**src/rtl/serial_add_ctrl.sv**
```systemverilog
// Bit-serial adder controller: one full_adder, LSB first, WIDTH+1 cycles from accept to done.
// Latency: done pulses WIDTH+1 cycles after the accept cycle. Backpressure: start is ignored while busy.

module full_adder (
    input  logic i_a,
    input  logic i_b,
    input  logic i_c,
    output logic o_s,
    output logic o_c
);
    assign o_s = i_a ^ i_b ^ i_c;
    assign o_c = (i_a & i_b) | (i_a & i_c) | (i_b & i_c);
endmodule

module serial_add_ctrl #(
    parameter int WIDTH = 8
) (
    input  logic             clk,
    input  logic             rst,
    input  logic             start,
    input  logic [WIDTH-1:0] a,
    input  logic [WIDTH-1:0] b,
    input  logic             cin,
    output logic             busy,
    output logic             done,
    output logic [WIDTH-1:0] sum,
    output logic             cout
);
    localparam int CW = $clog2(WIDTH + 1);
    localparam logic [CW-1:0] LAST = CW'(WIDTH - 1);

    typedef enum logic [1:0] {
        S_IDLE = 2'd0,
        S_RUN  = 2'd1,
        S_DONE = 2'd2
    } state_t;

    state_t           r_state;
    state_t           w_next_state;
    logic [WIDTH-1:0] r_sa;
    logic [WIDTH-1:0] r_sb;
    logic             r_cr;
    logic [WIDTH-2:0] r_sr;
    logic [CW-1:0]    r_cnt;
    logic [WIDTH-1:0] r_sum;
    logic             r_cout;

    logic             w_fa_s;
    logic             w_fa_c;
    logic [WIDTH-1:0] w_sr_full;

    full_adder u_fa (
        .i_a (r_sa[0]),
        .i_b (r_sb[0]),
        .i_c (r_cr),
        .o_s (w_fa_s),
        .o_c (w_fa_c)
    );

    // The incoming bit is the MSB of the shifted result; the bit falling off
    // the bottom is never needed, so only WIDTH-1 result bits are stored.
    assign w_sr_full = {w_fa_s, r_sr};

    always_comb begin
        w_next_state = r_state;
        case (r_state)
            S_IDLE:  if (start) w_next_state = S_RUN;
            S_RUN:   if (r_cnt == LAST) w_next_state = S_DONE;
            S_DONE:  w_next_state = S_IDLE;
            default: w_next_state = S_IDLE;
        endcase
    end

    always_ff @(posedge clk) begin
        if (rst) begin
            r_state <= S_IDLE;
        end else begin
            r_state <= w_next_state;
        end
    end

    always_ff @(posedge clk) begin
        if (rst) begin
            r_sa   <= '0;
            r_sb   <= '0;
            r_cr   <= 1'b0;
            r_sr   <= '0;
            r_cnt  <= '0;
            r_sum  <= '0;
            r_cout <= 1'b0;
        end else begin
            case (r_state)
                S_IDLE: begin
                    if (start) begin
                        r_sa  <= a;
                        r_sb  <= b;
                        r_cr  <= cin;
                        r_cnt <= '0;
                    end
                end
                S_RUN: begin
                    r_sa  <= r_sa >> 1;
                    r_sb  <= r_sb >> 1;
                    r_cr  <= w_fa_c;
                    r_sr  <= w_sr_full[WIDTH-1:1];
                    r_cnt <= r_cnt + CW'(1);
                    if (r_cnt == LAST) begin
                        r_sum  <= w_sr_full;
                        r_cout <= w_fa_c;
                    end
                end
                default: ;
            endcase
        end
    end

    assign busy = (r_state != S_IDLE);
    assign done = (r_state == S_DONE);
    assign sum  = r_sum;
    assign cout = r_cout;
endmodule
```
**config.mk**
```make
export PLATFORM = sky130hd
export DESIGN_NAME = serial_add_ctrl
export DESIGN_NICKNAME = d
export VERILOG_FILES = /design/src/rtl/serial_add_ctrl.sv
export SDC_FILE = /design/constraint.sdc
export NUM_CORES = 1
export LEC_CHECK = 0
export ABC_AREA = 1
export BUFFER_PORTS_ARGS = -buffer_cell sky130_fd_sc_hd__buf_2
export CAP_MARGIN = 20
export CORE_ASPECT_RATIO = 0.7
export CORE_MARGIN = 2
export CORE_UTILIZATION = 49
export DETAILED_ROUTE_END_ITERATION = 8
export GPL_ROUTABILITY_DRIVEN = 0
export PLACE_DENSITY_LB_ADDON = 0.08
export SETUP_SLACK_MARGIN = 0.3
export SLEW_MARGIN = 0
export SYNTH_ARGS = -nofsm -noshare
export SYNTH_HDL_FRONTEND = slang
export SYNTH_SLANG_ARGS = --single-unit
```
**constraint.sdc**
```tcl
create_clock -name clk -period 1.09 [get_ports clk]
set_input_delay 0.218 -clock clk [delete_from_list [all_inputs] [get_ports clk]]
set_output_delay 0.218 -clock clk [all_outputs]
set_load 0.005 [all_outputs]
```
==> impl_metrics.env, run 1 <==
export IMPL_yosysSeqAreaShare_pct=44.4
export IMPL_die_h_um=54.1
export IMPL_crit_path_start_kind="register"
export IMPL_seq_power_share_pct=49.5
export IMPL_drtIter0Drc=44
export IMPL_fin_ws_ps=-185
export IMPL_ant_nets=0
export IMPL_maxSlewViolCount=0
export IMPL_p_leak_nw=1.20
export IMPL_synth_top_area_share_pct=44.4
export IMPL_setup_tns_ps=-3490
export IMPL_fp_dieW_um=75.6
export IMPL_r2r_cells=6
export IMPL_max_slew_margin_pct=84.7
export IMPL_setup_viol=39
export IMPL_drc=0
export IMPL_antenna_found_initial=0
export IMPL_grt_max_degree=29
export IMPL_grt_pass1_wl_um=6790
export IMPL_critical_path_arrival_ps=1060
export IMPL_synth_cell_types=22
export IMPL_synth_edff_count=0
export IMPL_nNetsFinal=329
export IMPL_placed_area_mm2=0.00220
export IMPL_p_int_w=0.00225
export IMPL_power_density_mw_per_mm2=1170
export IMPL_antenna_cells=0
export IMPL_cts_sinks=39
export IMPL_synthArstFlopShare_pct=0
export IMPL_hold_path_end="r_sb[7]"
export IMPL_synth_common_cells="nand2_1, nor2_1, dfxtp_1"
export IMPL_grt_pass1_vias=1570
export IMPL_cts_hold_fix_buffers=0
export IMPL_swShare_pct=27.5
export IMPL_syn_area_per_cell_um2=7.01
export IMPL_yosysTopAreaCell="dfxtp_1"
export IMPL_cp_slowest_stage_delay_ps=370
export IMPL_slowest_stage="dfxtp_4"
export IMPL_worst_pin_slew_ps=230
export IMPL_synth_area_mm2=0.00176
export IMPL_area_growth_pct=50.6
export IMPL_rr_endpoint="sum[4]"
export IMPL_violations="setup timing"
export IMPL_gr_usage_all_layers_pct=22.4
export IMPL_stdcell_count=358
export IMPL_drt_pre_antenna_iters=4
export IMPL_r2r_setup_slack_ps=-150
export IMPL_routedWlPerCell_um=12.7
export IMPL_r2r_start="r_state[1]"
export IMPL_fin_area_mm2=0.00265
export IMPL_hold_start="b[7]"
export IMPL_fin_skew_ps=9.25
export IMPL_yosysWarnings=0
export IMPL_worstHoldPathCells=3
export IMPL_clk_pin_slew_worst_paths_ps=80
export IMPL_wl_um=4560
export IMPL_initial_core_util_pct=50.4
export IMPL_die_area_mm2=0.00409
export IMPL_dp_cells=338
export IMPL_htreeDepth=2
export IMPL_syn_inst=251
export IMPL_power_frac_comb_pct=20.5
export IMPL_grt_ovfl_total=0
export IMPL_cp_max_fo=4
export IMPL_cts_inserted_buffers=5
export IMPL_viasPerCell=4.88
export IMPL_portBuffers=30
export IMPL_ys_flop_type="dfxtp_1"
export IMPL_path_cells="nor2_4 > buf_12 > inv_2 > buf_2"
export IMPL_period_share_pct=117
export IMPL_maxCapViolations=0
export IMPL_cts_tree="built"
export IMPL_dp_hpwl_um=2740
export IMPL_synthMostInstantiatedCell="nand2_1"
export IMPL_required_ps=870
export IMPL_root_buffer="clkbuf_8"
export IMPL_hp_class="input pin to register"
export IMPL_clkPwrFrac_pct=30.0
export IMPL_end_kind="output port"
export IMPL_startpoint="r_state[0]"
export IMPL_worstSkewPairLatency_ps=280
export IMPL_power_switching_w=0.000853
export IMPL_max_vdd_ir_drop_mv=0.693
export IMPL_cts_path_max_buffers=2
export IMPL_grt_setup_unrepaired="true"
export IMPL_synth_seq_cells=39
export IMPL_pin_count=31
export IMPL_fin_util_pct=75.9
export IMPL_coreArea_mm2=0.00349
export IMPL_rows=18
export IMPL_drive_gt1_share_pct=46.4
export IMPL_synthTopCellsByArea="dfxtp_1, nand2_1, nand3_1"
export IMPL_vias=1746
export IMPL_outcome="finished with violations"
export IMPL_period_needed_ps=1270
export IMPL_hold_viol_final=0
export IMPL_finalHoldWorstSlack_ps=187
export IMPL_syn_nets=273
export IMPL_critPathKind="register to output port"
export IMPL_timing_fmax_ghz=0.784
-- power groups by stage --
stage	registers, W	clock network (W)	logic (W)
6_report	0.00154	0.000930	0.000637
5_1_grt	0.00154	0.000989	0.000694
4_1_cts	0.00153	0.000942	0.000560
3_5_place_dp	0.00157	0	0.000479
3_3_place_gp	0.00157	0	0.000473
2_1_floorplan	0.00156	0	0.000325
-- per-layer routing --
metal | track usage [%] | part of all wire (%) | up-vias
li1 | - | - | 897
met1 | 29.5 | 48 | 819
met2 | 37.4 | 48 | 26
met3 | 5.81 | 3.3 | 4
met4 | 4.39 | 0.66 | 0
met5 | 0 | 0 | -
-- stage by stage --
stage	power [W]	setup slack (ps)
2_1_floorplan	0.00189	-35.8
3_3_place_gp	0.00204	-52.1
3_5_place_dp	0.00205	-64.6
4_1_cts	0.00304	-184
5_1_grt	0.00323	-214
6_report	0.00310	-185
-- repair_timing --
item | CTS | global route
resized for setup | 26 | 39
endpoints found under the setup margin | 50 | 50
cloned | 2 | 1
buffers inserted | 6 | 3
pin swaps | 3 | 13
-- cells by family (layout without fill, tap and decap cells) --
| group | Yosys count | in the layout | synth area share (%) |
|---|---|---|---|
| adder cells (fa/ha/maj) | 2 | 2 | 1.85 |
| buffers and inverters | 38 | 95 | 9.96 |
| flip-flops | 39 | 39 | 44.4 |
| AO/OA/AOI/OAI | 23 | 23 | 6.54 |
| AND/OR/NAND/NOR | 149 | 149 | 37.3 |
-- state kept, by name, indices dropped and copies added (netlist names) --
name / count
r_cnt: 4
r_sr: 7
r_sb: 8
r_cr: 1
sum: 8
r_sa: 8
cout: 1
r_state: 2
-- critical path: cells and delay by family (launching register included) --
family / cells / cell delay [ps]
and+or+nand+nor: 1 / 150
DFF: 1 / 370
buffers and inverters: 3 / 250
-- layout by cell type (no fill, tap or decap), drive strengths merged --
master  instances
nor3            1
nand2          59
a21oi          12
buf            59
ha              1
nand3          34
inv            27
nor2           53
o21ai          11
fa              1
clkbuf          9
dfxtp          39
nand3b          2
-- layout make-up --
class,count,area [µm²]
multi-input cells,174,1030
clock buffers,8,80.1
well taps,50,62.6
repair buffers,60,566
flip-flops and latches,39,803
inverters,27,106
fillers,268,842
-- worst max-delay path by stage --
stage,endpoint,slack [ps],cells after the start
2_1_floorplan,r_sr[6],-40,5
3_3_place_gp,sum[7],-50,5
3_5_place_dp,r_sr[6],-60,5
4_1_cts,busy,-180,4
5_1_grt,r_cr,-210,8
6_report,busy,-180,4
Power figures use the tool's default switching activity.
==> run 2: changes to the inputs <==
- clock period: 1.09 -> 1.05 ns (I/O delays scaled with it)
==> run 2 against run 1 <==
Compared with the run above: the run still ends with setup timing left; combinational power up 40%; critical path depth is the same; sequential share of layout area decreased by 3.6 points; critical path type unchanged.
==> impl_metrics.env, run 2 (synthesized netlist as in run 1, its figures left out) <==
export IMPL_finalPower_w=0.00384
export IMPL_cp_top_family="flip-flops"
export IMPL_period_needed_ps=1330
export IMPL_fin_ws_ps=-282
export IMPL_worstSkewPairLatency_ps=310
export IMPL_cts_path_max_buffers=2
export IMPL_drive_gt1_share_pct=51.7
export IMPL_vias=2083
export IMPL_maxSlewViolCount=0
export IMPL_end_kind="output port"
export IMPL_setup_viol=41
export IMPL_grt_max_degree=18
export IMPL_highest_layer="met4"
export IMPL_slowest_stage="dfxtp_4"
export IMPL_portBuffers=30
export IMPL_grt_pass1_vias=1707
export IMPL_routedWlPerCell_um=18.6
export IMPL_die_area_mm2=0.00409
export IMPL_ant_nets=0
export IMPL_max_vdd_ir_drop_mv=0.911
export IMPL_dp_hpwl_um=2880
export IMPL_critical_path_arrival_ps=1120
export IMPL_final_common_cell="nand2_1"
export IMPL_root_buffer="clkbuf_8"
export IMPL_dr_wl_met2_um=3270
export IMPL_critPathKind="register to output port"
export IMPL_wl_um=6960
export IMPL_placed_area_mm2=0.00222
export IMPL_maxCapViolations=0
export IMPL_m1WireLength_um=2840
export IMPL_max_slew_margin_pct=80.4
export IMPL_worst_pin_slew_ps=294
export IMPL_fin_skew_ps=15.0
export IMPL_cp_max_fo=4
export IMPL_final_cell_mix="nand2_1, nor2_1, dfxtp_1"
export IMPL_power_density_mw_per_mm2=1280
export IMPL_antenna_cells=0
export IMPL_period_share_pct=127
export IMPL_antenna_found_initial=0
export IMPL_grt_setup_unrepaired="true"
export IMPL_cts_sinks=39
export IMPL_cp_num_buf_inv=3
export IMPL_grt_pass1_wl_um=8360
export IMPL_swShare_pct=28.4
export IMPL_viasPerCell=5.55
export IMPL_crit_path_start_kind="register"
export IMPL_htreeDepth=2
export IMPL_grt_ovfl_total=0
export IMPL_r2r_setup_slack_ps=-270
export IMPL_clk_pin_slew_worst_paths_ps=90
export IMPL_drtIter0Drc=189
export IMPL_dp_cells=340
export IMPL_pin_count=31
export IMPL_rows=18
export IMPL_cts_tree="built"
export IMPL_drt_pre_antenna_iters=5
export IMPL_path_cells="nor2_4 > buf_12 > inv_4 > buf_6"
export IMPL_die_h_um=54.1
export IMPL_clkPwrFrac_pct=35.1
export IMPL_hp_class="input pin to register"
export IMPL_initial_core_util_pct=50.4
export IMPL_wl_met3_um=535
export IMPL_violations="setup timing"
export IMPL_fin_area_mm2=0.00300
export IMPL_cp_slowest_stage_delay_ps=380
export IMPL_stdcell_count=375
export IMPL_outcome="finished with violations"
export IMPL_coreArea_mm2=0.00349
export IMPL_power_frac_comb_pct=23.2
export IMPL_required_ps=840
export IMPL_place_ws_ps=-160
export IMPL_nFillCells=165
export IMPL_area_growth_pct=70.7
export IMPL_drc=0
export IMPL_cts_inserted_buffers=5
export IMPL_gr_usage_all_layers_pct=28.4
export IMPL_p_int_w=0.00275
export IMPL_hold_viol_final=0
export IMPL_seq_power_share_pct=41.7
export IMPL_fp_dieW_um=75.6
export IMPL_timing_fmax_ghz=0.751
export IMPL_nNetsFinal=346
export IMPL_p_leak_nw=1.33
export IMPL_power_switching_w=0.00109
-- run 2: worst paths after layout --
path         cells past startpoint       start       to
max                              4  r_state[0]     busy
min                              3        a[7]  r_sa[7]
max reg2reg                      8  r_state[1]  r_sb[5]
min reg2reg                      2      sum[4]   sum[4]
-- run 2: worst min-delay path: cells and delay by family --
| family | cells | cell delay [ps] |
|---|---|---|
| buf+inv | 1 | 110 |
| simple gates | 1 | 70 |
| compound gates | 1 | 50 |
-- run 2: per-stage QoR --
stage | hold WS (ps) | util (%) | setup TNS, ps
floorplan | 269 | - | -196
global placement | 441 | 63.6 | -502
detailed placement | 449 | 63.6 | -928
CTS | 157 | 77.1 | -5110
global route | 177 | 86.0 | -8920
finish | 165 | 86.0 | -7910
-- run 2: power groups by stage --
stage / Sequential, W / Combinational (W) / Clock (W)
global placement: 0.00163 / 0.000493 / 0
floorplan: 0.00162 / 0.000337 / 0
global route: 0.00160 / 0.000936 / 0.00141
detailed placement: 0.00163 / 0.000502 / 0
finish: 0.00160 / 0.000890 / 0.00135
CTS: 0.00159 / 0.000706 / 0.00134
-- run 2: layout make-up --
| class | count | area, µm² | area share, % |
|---|---|---|---|
| multi-input cells | 175 | 1110 | 37.0 |
| well taps | 50 | 62.6 | 2.08 |
| flip-flops and latches | 39 | 803 | 26.7 |
| repair buffers | 76 | 792 | 26.4 |
| clock buffers | 6 | 82.6 | 2.75 |
| clock inverters | 2 | 35.0 | 1.17 |
| inverters | 27 | 116 | 3.88 |
-- run 2: per-layer routing --
layer | vias to the layer above | GRT usage [%]
li1 | 942 | -
met1 | 991 | 38.2
met2 | 119 | 45.5
met3 | 31 | 5.81
met4 | 0 | 9.94
met5 | - | 0
-- run 2: what timing repair did --
action / in CTS / in global routing
setup endpoints to repair: 50 / 50
gates cloned: 6 / 1
hold buffers: 0 / 0
gates resized for setup: 42 / 50
pin swaps: 7 / 24
setup buffers: 12 / 8
==> run 3: changes to the inputs <==
- PLACE_DENSITY: not set -> 0.72
- PLACE_DENSITY_LB_ADDON: 0.08 -> not set
==> run 3 against run 2 <==
Compared with the run above: the run still ends with setup timing left; critical path type is now register to register; via count increased by 5.7%; clock-buffer cell count increased by 2; utilization grew 4.9 points; first-iteration DRC count is 22% lower; cell count down 0.53%; worst hold slack lost 32 ps; largest cell class unchanged; fmax decreased by 5.7%; combinational power increased by 16%; sequential share of layout area decreased by 1.4 points; die area did not move; non-clock buffer count fell by 2; global-route usage is 3.4 points higher.
==> impl_metrics.env, run 3 (synthesized netlist as in run 1, its figures left out) <==
export IMPL_nFillCells=125
export IMPL_grt_max_degree=29
export IMPL_cp_slowest_stage_delay_ps=380
export IMPL_gr_usage_all_layers_pct=31.8
export IMPL_cp_max_fo=6
export IMPL_htreeDepth=2
export IMPL_cts_tree="built"
export IMPL_nNetsFinal=344
export IMPL_setup_tns_ps=-10390
export IMPL_die_h_um=54.1
export IMPL_worstSkewPairLatency_ps=320
export IMPL_rows=18
export IMPL_cp_top_family="simple AND/OR/NAND/NOR gates"
export IMPL_routedWlPerCell_um=22.2
export IMPL_pin_count=31
export IMPL_die_area_mm2=0.00409
export IMPL_hp_class="input pin to register"
export IMPL_fp_dieW_um=75.6
export IMPL_cts_hold_fix_buffers=0
export IMPL_coreArea_mm2=0.00349
export IMPL_p_leak_nw=1.47
export IMPL_cp_num_buf_inv=3
export IMPL_initial_core_util_pct=50.4
export IMPL_drtIter0Drc=147
export IMPL_critical_path_arrival_ps=1660
export IMPL_slowest_stage="dfxtp_4"
export IMPL_fin_skew_ps=15.1
export IMPL_violations="setup timing"
export IMPL_portBuffers=30
export IMPL_stdcell_count=373
export IMPL_root_buffer="clkbuf_8"
export IMPL_wl_um=8290
export IMPL_end_kind="register"
export IMPL_drive_gt1_share_pct=61.3
export IMPL_grt_pass1_vias=1957
export IMPL_ant_nets=0
export IMPL_r2r_setup_slack_ps=-360
export IMPL_maxCapViolations=0
export IMPL_hold_viol_final=0
export IMPL_clk_pin_slew_worst_paths_ps=90
export IMPL_dp_hpwl_um=2930
export IMPL_vias=2202
export IMPL_viasPerCell=5.90
export IMPL_area_growth_pct=80.4
export IMPL_period_share_pct=135
export IMPL_dp_cells=342
export IMPL_antenna_cells=0
export IMPL_setup_viol=41
export IMPL_maxSlewViolCount=0
export IMPL_cts_inserted_buffers=5
export IMPL_placed_area_mm2=0.00223
export IMPL_power_density_mw_per_mm2=1210
export IMPL_drt_pre_antenna_iters=5
export IMPL_final_cell_mix="nor2_1, dfxtp_1, inv_1"
export IMPL_period_needed_ps=1410
export IMPL_grt_ovfl_total=0
export IMPL_fin_area_mm2=0.00317
export IMPL_path_cells="buf_6 > nor2_4 > buf_12 > buf_16 > nand2_4 > nand2_2 > nor2_2 > nor2_1"
export IMPL_outcome="finished with violations"
export IMPL_place_ws_ps=-154
export IMPL_fin_ws_ps=-363
export IMPL_final_common_cell="nor2_1"
export IMPL_antenna_found_initial=0
export IMPL_cts_sinks=39
export IMPL_worst_pin_slew_ps=275
export IMPL_max_vdd_ir_drop_mv=1.23
export IMPL_drc=0
export IMPL_max_slew_margin_pct=81.6
export IMPL_timing_fmax_ghz=0.708
export IMPL_required_ps=1300
export IMPL_crit_path_start_kind="register"
export IMPL_cts_path_max_buffers=2
export IMPL_critPathKind="register to register"
export IMPL_grt_pass1_wl_um=9270
export IMPL_grt_setup_unrepaired="true"
[run 3: timing repair]
action / CTS / global route
gates cloned: 6 / 0
pin swaps: 29 / 27
gates resized for setup: 71 / 72
setup buffers: 14 / 3
endpoints found under the setup margin: 50 / 50
[run 3: metal layers]
layer | track usage [%] | wire [µm]
met1 | 37.1 | 3050
met2 | 55.5 | 3790
met3 | 7.49 | 940
met4 | 15.2 | 510
met5 | 0 | 0
[run 3: layout make-up]
class                   instances  area, µm²  share of cell area [%]
inverters                      27        116                    3.67
flip-flops and latches         39        803                    25.3
clock buffers                   8        100                    3.15
multi-input cells             175       1280                    40.4
well taps                      50       62.6                    1.97
repair buffers                 74        808                    25.5
[run 3: final timing paths]
path               from       to  cells after the start
max          r_state[1]  r_sb[5]                      8
min                b[7]  r_sb[7]                      3
max reg2reg  r_state[1]  r_sb[5]                      8
min reg2reg      sum[5]   sum[5]                      2
[run 3: where the power goes]
part	switching [W]	leakage (nW)	internal, W
registers	0.0000706	0.326	0.00155
clock network	0.000592	0.0515	0.000601
logic	0.000542	1.10	0.000483
total	0.00120	1.47	0.00263
[run 3: metrics by stage]
step	utilization, %	power (W)	hold WS (ps)
after floorplan	-	0.00196	269
after global placement	64.0	0.00212	441
after detailed placement	64.0	0.00214	447
after global routing	90.9	0.00392	149
final	90.9	0.00384	134
after CTS	81.8	0.00351	170
[run 3: worst reg2reg max path, delay by kind of cell, from the launching register on]
kind                   cells  cell delay, ps
AND/OR/NAND/NOR            5             540
buffers and inverters      3             430
flip-flops                 1             380
